File: src/rtl/demux_signal_pkg.sv
// Shared types and constants for the 1:4 signal demultiplexer with
// break-before-make switching.
package demux_signal_pkg;

  typedef enum logic {
    ST_ACTIVE = 1'b0,
    ST_DEAD   = 1'b1
  } state_e;

  localparam int CH_COUNT = 4;
  localparam int CH_W     = 2;

  typedef logic [CH_W-1:0] ch_t;

  // A channel request deferred by one cycle (write landing on the DEAD exit edge).
  typedef struct packed {
    logic vld;
    ch_t  ch;
  } ch_req_t;

endpackage

File: src/rtl/signal_sync.sv
// Parameterized flop-chain synchronizer for a single asynchronous bit,
// with a configurable reset value so idle-high lines can be synced too.
module signal_sync #(
  parameter int   STAGES  = 2,
  parameter logic RST_VAL = 1'b0
) (
  input  logic clk_i,
  input  logic rst_ni,
  input  logic d_i,
  output logic q_o
);

  logic [STAGES-1:0] sync_q;

  always_ff @(posedge clk_i) begin
    if (!rst_ni) sync_q <= {STAGES{RST_VAL}};
    else         sync_q <= {sync_q[STAGES-2:0], d_i};
  end

  assign q_o = sync_q[STAGES-1];

endmodule

File: src/rtl/demux_signal.sv
// Routes a synchronized input to one of CH_COUNT registered outputs, holding all
// outputs idle for DEAD_CYCLES clocks whenever the selected channel changes.
module demux_signal
  import demux_signal_pkg::*;
#(
  parameter int unsigned DEAD_CYCLES = 4,
  parameter logic        IDLE_LEVEL  = 1'b0,
  parameter int unsigned SYNC_STAGES = 2
) (
  input  logic                clk_i,
  input  logic                rst_ni,
  input  logic                in_i,
  input  logic [CH_W-1:0]     data_wr_i,
  input  logic                wr_i,
  output logic [CH_COUNT-1:0] out_o,
  output logic [CH_W-1:0]     sel_active_o,
  output logic                busy_o
);

  localparam logic [7:0] DEAD_LOAD = 8'(DEAD_CYCLES - 1);

  logic                in_s;
  state_e              state_q, state_d;
  ch_t                 sel_q, sel_d;
  ch_t                 pending_q, pending_d;
  logic [7:0]          cnt_q, cnt_d;
  ch_req_t             req_q, req_d;
  logic [CH_COUNT-1:0] out_q, out_d;
  logic                wr_eff;
  ch_t                 wr_ch;

  signal_sync #(
    .STAGES (SYNC_STAGES),
    .RST_VAL(IDLE_LEVEL)
  ) u_sync (
    .clk_i (clk_i),
    .rst_ni(rst_ni),
    .d_i   (in_i),
    .q_o   (in_s)
  );

  // A live write outranks a deferred one: it is the more recent request.
  assign wr_eff = wr_i | req_q.vld;
  assign wr_ch  = wr_i ? data_wr_i : req_q.ch;

  always_comb begin
    state_d   = state_q;
    sel_d     = sel_q;
    pending_d = pending_q;
    cnt_d     = cnt_q;
    req_d     = req_q;
    case (state_q)
      ST_ACTIVE: begin
        req_d = '0;
        if (wr_eff && (wr_ch != sel_q)) begin
          pending_d = wr_ch;
          cnt_d     = DEAD_LOAD;
          state_d   = ST_DEAD;
        end
      end
      ST_DEAD: begin
        if (wr_i) pending_d = data_wr_i;
        if (cnt_q == 8'd0) begin
          sel_d   = pending_q;
          state_d = ST_ACTIVE;
          // Write on the exit edge cannot affect this switch; replay it next cycle.
          if (wr_i) req_d = '{vld: 1'b1, ch: data_wr_i};
        end else begin
          cnt_d = cnt_q - 8'd1;
        end
      end
      default: state_d = ST_ACTIVE;
    endcase
  end

  // Outputs come from next-state so the old channel drops on the triggering edge.
  for (genvar c = 0; c < CH_COUNT; c++) begin : g_lane
    assign out_d[c] = ((state_d == ST_ACTIVE) && (sel_d == CH_W'(c))) ? in_s : IDLE_LEVEL;
  end

  always_ff @(posedge clk_i) begin
    if (!rst_ni) begin
      state_q   <= ST_ACTIVE;
      sel_q     <= '0;
      pending_q <= '0;
      cnt_q     <= '0;
      req_q     <= '0;
      out_q     <= {CH_COUNT{IDLE_LEVEL}};
    end else begin
      state_q   <= state_d;
      sel_q     <= sel_d;
      pending_q <= pending_d;
      cnt_q     <= cnt_d;
      req_q     <= req_d;
      out_q     <= out_d;
    end
  end

  assign out_o        = out_q;
  assign sel_active_o = sel_q;
  assign busy_o       = (state_q == ST_DEAD);

endmodule
File: config.mk
export PLATFORM = sky130hd
export DESIGN_NAME = demux_signal
export DESIGN_NICKNAME = d
export VERILOG_FILES = /design/src/rtl/demux_signal_pkg.sv /design/src/rtl/signal_sync.sv /design/src/rtl/demux_signal.sv
export SDC_FILE = /design/constraint.sdc
export NUM_CORES = 1
export LEC_CHECK = 0
export BUFFER_PORTS_ARGS = -buffer_cell sky130_fd_sc_hd__buf_2
export CAP_MARGIN = 20
export CORE_MARGIN = 3
export CORE_UTILIZATION = 30
export CTS_BUF_LIST = sky130_fd_sc_hd__clkbuf_16
export CTS_CLUSTER_DIAMETER = 40
export DETAILED_ROUTE_END_ITERATION = 6
export GPL_TIMING_DRIVEN = 0
export PLACE_DENSITY = 0.43
export SLEW_MARGIN = 25
export SYNTH_ARGS = -nofsm -noshare
export SYNTH_HDL_FRONTEND = slang
export SYNTH_SLANG_ARGS = --single-unit
File: constraint.sdc
create_clock -name clk_i -period 2.22 [get_ports clk_i]
set_input_delay 0.444 -clock clk_i [delete_from_list [all_inputs] [get_ports clk_i]]
set_output_delay 0.444 -clock clk_i [all_outputs]
set_load 0.05 [all_outputs]
==> impl_metrics.py <==
metrics = {
    "timing": {
        "skew_ns": 0.00196,
        "max_slew.worst_pin.slew_ns": 0.568,
        "period_minus_slack_ns": 1.84,
        "slew_violations": 0,
        "rsz0062_at_grt": "false",
        "fmax_ghz": 0.544,
        "slew_headroom": 0.620,
        "hold_viol": 0,
        "tns_ns": 0,
        "setup_viol": 0,
        "fin_crit_sh": 0.828,
    },
    "setup_path": {
        "cp_cell_sequence": "inv_1, ha_1, nor3b_2, and2_1, buf_6, mux2i_1, o221a_1",
        "critical_path.max_stage_delay_ns": 0.49,
        "crit_end": "cnt_q[1]",
        "cp-end-kind": "register",
        "crit_required_ns": 2.42,
        "reg2reg_slack_ns": 0.38,
        "r2r_start": "cnt_q[0]",
        "slowest_stage": "nor3b_2",
        "cp.arrival_ns": 2.04,
        "cp-start-kind": "register",
        "path_class": "register to register",
        "regToRegEndpoint": "cnt_q[1]",
        "cp_max_fo": 8,
        "cp-startpoint": "cnt_q[0]",
        "ff2ff_path_depth": 7,
    },
    "clock_network": {
        "hold_buffers": 0,
        "clock-sinks": 22,
        "clk_pin_slew_worst_paths_ns": 0.06,
        "clockBufferDepth": 2,
        "numCtsBuffers": 3,
        "insertion_delay_ns": 0.26,
        "htree_levels": 1,
        "cts_setup_buffers": 0,
        "cts_tree": "yes",
        "ctsResizeCount": 0,
        "root_buffer": "clkbuf_16",
    },
    "logic_synthesis": {
        "yosys.area.top_type_share": 0.375,
        "syn-cell-area_um2": 1170,
        "async_flop_share": 0,
        "syn_inst": 126,
        "syn_nets": 134,
        "synth_edf_count": 0,
        "yosysMostFrequentCell": "dfxtp_1",
        "ys_warn_count": 0,
        "synth_cell_type_count": 41,
        "yosysSeqAreaShare": 0.375,
        "ys_ff_latch": 22,
        "synth_area_leader_cell": "dfxtp_1",
        "ys_top_cells_by_area": "dfxtp_1 38%, mux2i_1 5.1%, a211oi_1 3.8%",
        "synthFlopType": "dfxtp_1",
        "synth_common_cells": "22 x dfxtp_1, 8 x a21oi_1, 8 x nand2_1, 7 x nor2_1",
        "synth_area_per_cell_um2": 9.31,
    },
    "pwr": {
        "comb_power_share": 0.268,
        "ir_drop_mv": 0.741,
        "clkPwrFrac": 0.381,
        "swShare": 0.292,
        "power_density_nw_per_um2": 956,
        "internal_power_mw": 0.940,
        "pwr-share-seq": 0.351,
        "p_leak_nw": 0.536,
        "switching_power_mw": 0.387,
    },
    "job": {
        "drv_cap": 0,
    },
    "drt": {
        "num_vias": 940,
        "viasPerCell": 5.00,
        "dr.pass1.iters": 4,
        "wl_per_cell_um": 13.7,
        "drcViolationCount": 0,
        "drt_iter0_markers": 49,
        "postRouteAntennaNets": 0,
        "wirelength_um": 2570,
    },
    "min_path": {
        "hold_path_class": "input pin to register",
    },
    "placement": {
        "place.port_buffers": 10,
        "dp_hpwl_um": 1860,
        "dp_cells": 184,
        "gp_congestion": 0.709,
    },
    "floorplanning": {
        "row_count": 22,
        "io_pins": 13,
        "die_w_um": 68.5,
        "dieHeight_um": 68.5,
        "fp.coreArea_um2": 3720,
        "start_util": 0.316,
        "dieArea_um2": 4700,
    },
    "final_layout": {
        "fillers": 396,
        "area_growth_pct": 18.3,
        "post_layout_nonfiller_instances": 188,
        "multi_input_area_um2": 674,
        "nNetsFinal": 149,
        "ff_latch_area_um2": 440,
        "antennaDiodeCount": 0,
        "final_util": 0.374,
        "drive_above_1_share": 0.207,
    },
    "grt": {
        "antenna_found_initial": 0,
        "grt_pass1_vias": 910,
        "grt_pass1_wl_um": 4580,
        "grt_usage": 0.131,
        "overflow": 0,
        "grt_max_degree": 14,
    },
    "run_status": {
        "status": "finished, final reports clean",
    },
}
==> worst max-delay path, delay by kind of cell, from the launching register on <==
family	cells	cell delay [ns]
AND/OR/NAND/NOR	2	0.71
flip-flops	1	0.34
buffers and inverters	2	0.22
AO/OA/AOI/OAI	1	0.19
multiplexers	1	0.18
adder cells (fa/ha/maj)	1	0.15
==> per-layer routing <==
metal | part of all wire | wire length, um | global-route usage
met4 | 0.0074 | 19 | 0.0298
met2 | 0.46 | 1180 | 0.210
met5 | 0 | 0 | 0
met1 | 0.49 | 1260 | 0.172
met3 | 0.044 | 114 | 0.0389
==> stage by stage <==
stage / hold WS (ns) / setup WS, ns / area (um^2) / total power [mW]
4_1_cts: 0.408 / 0.369 / 1390 / 1.34
3_3_place_gp: 0.423 / 0.298 / 1280 / 0.832
6_report: 0.410 / 0.382 / 1390 / 1.33
3_5_place_dp: 0.434 / 0.334 / 1280 / 0.831
5_1_grt: 0.416 / 0.209 / 1390 / 1.40
2_1_floorplan: 0.412 / 0.413 / 1170 / 0.757
==> sequential cells by signal, summed over array words and instances, names as in the netlist <==
| name | count |
|---|---|
| busy_o | 1 |
| pending_q | 2 |
| cnt_q | 8 |
| req_q | 3 |
| u_sync.sync_q | 2 |
| sel_active_o | 2 |
| out_o | 4 |
==> power groups by stage <==
stage	Clock, mW	Sequential [mW]	Combinational [mW]
final	0.506	0.466	0.356
after global routing	0.532	0.471	0.400
after CTS	0.519	0.465	0.361
after detailed placement	0	0.473	0.357
after global placement	0	0.474	0.358
after floorplan	0	0.481	0.276
==> placed cells by master (no fill, tap or decap), drive strengths merged, types with 3 or more instances in the layout <==
master / n
or3: 6
nand2: 8
o221a: 4
and2: 3
buf: 13
mux2: 4
mux2i: 6
nor2: 7
xnor2: 5
a211oi: 6
a21oi: 8
clkbuf: 6
nand3: 8
dfxtp: 22
inv: 6
o21ai: 6
==> how the worst min path moves through the flow <==
| stage | from | endpoint | slack (ns) | cells after the start |
|---|---|---|---|---|
| after floorplan | u_sync.sync_q[0] | u_sync.sync_q[1] | 0.41 | 1 |
| after global placement | u_sync.sync_q[0] | u_sync.sync_q[1] | 0.42 | 1 |
| after detailed placement | u_sync.sync_q[0] | u_sync.sync_q[1] | 0.43 | 1 |
| after CTS | in_i | u_sync.sync_q[0] | 0.41 | 2 |
| after global routing | in_i | u_sync.sync_q[0] | 0.42 | 2 |
| final | in_i | u_sync.sync_q[0] | 0.41 | 2 |
==> area by class of cell <==
| class | instances | share of cell area |
|---|---|---|
| well taps | 48 | 0.0432 |
| flip-flops and latches | 22 | 0.317 |
| repair buffers | 10 | 0.0360 |
| clock buffers | 3 | 0.0541 |
| inverters | 6 | 0.0162 |
| multi-input cells | 92 | 0.486 |
| clock inverters | 1 | 0.0216 |
| plain buffers | 6 | 0.0261 |
==> cell families after synthesis <==
kind of cell | synth area share
AOI/OAI and AO/OA | 0.186
xor gates and xnor gates | 0.0522
adders and majority gates | 0.0213
buffers and inverters | 0.0501
DFF | 0.375
muxes | 0.0927
and+or+nand+nor | 0.223
Note: power is estimated with default switching activity, not from simulation.
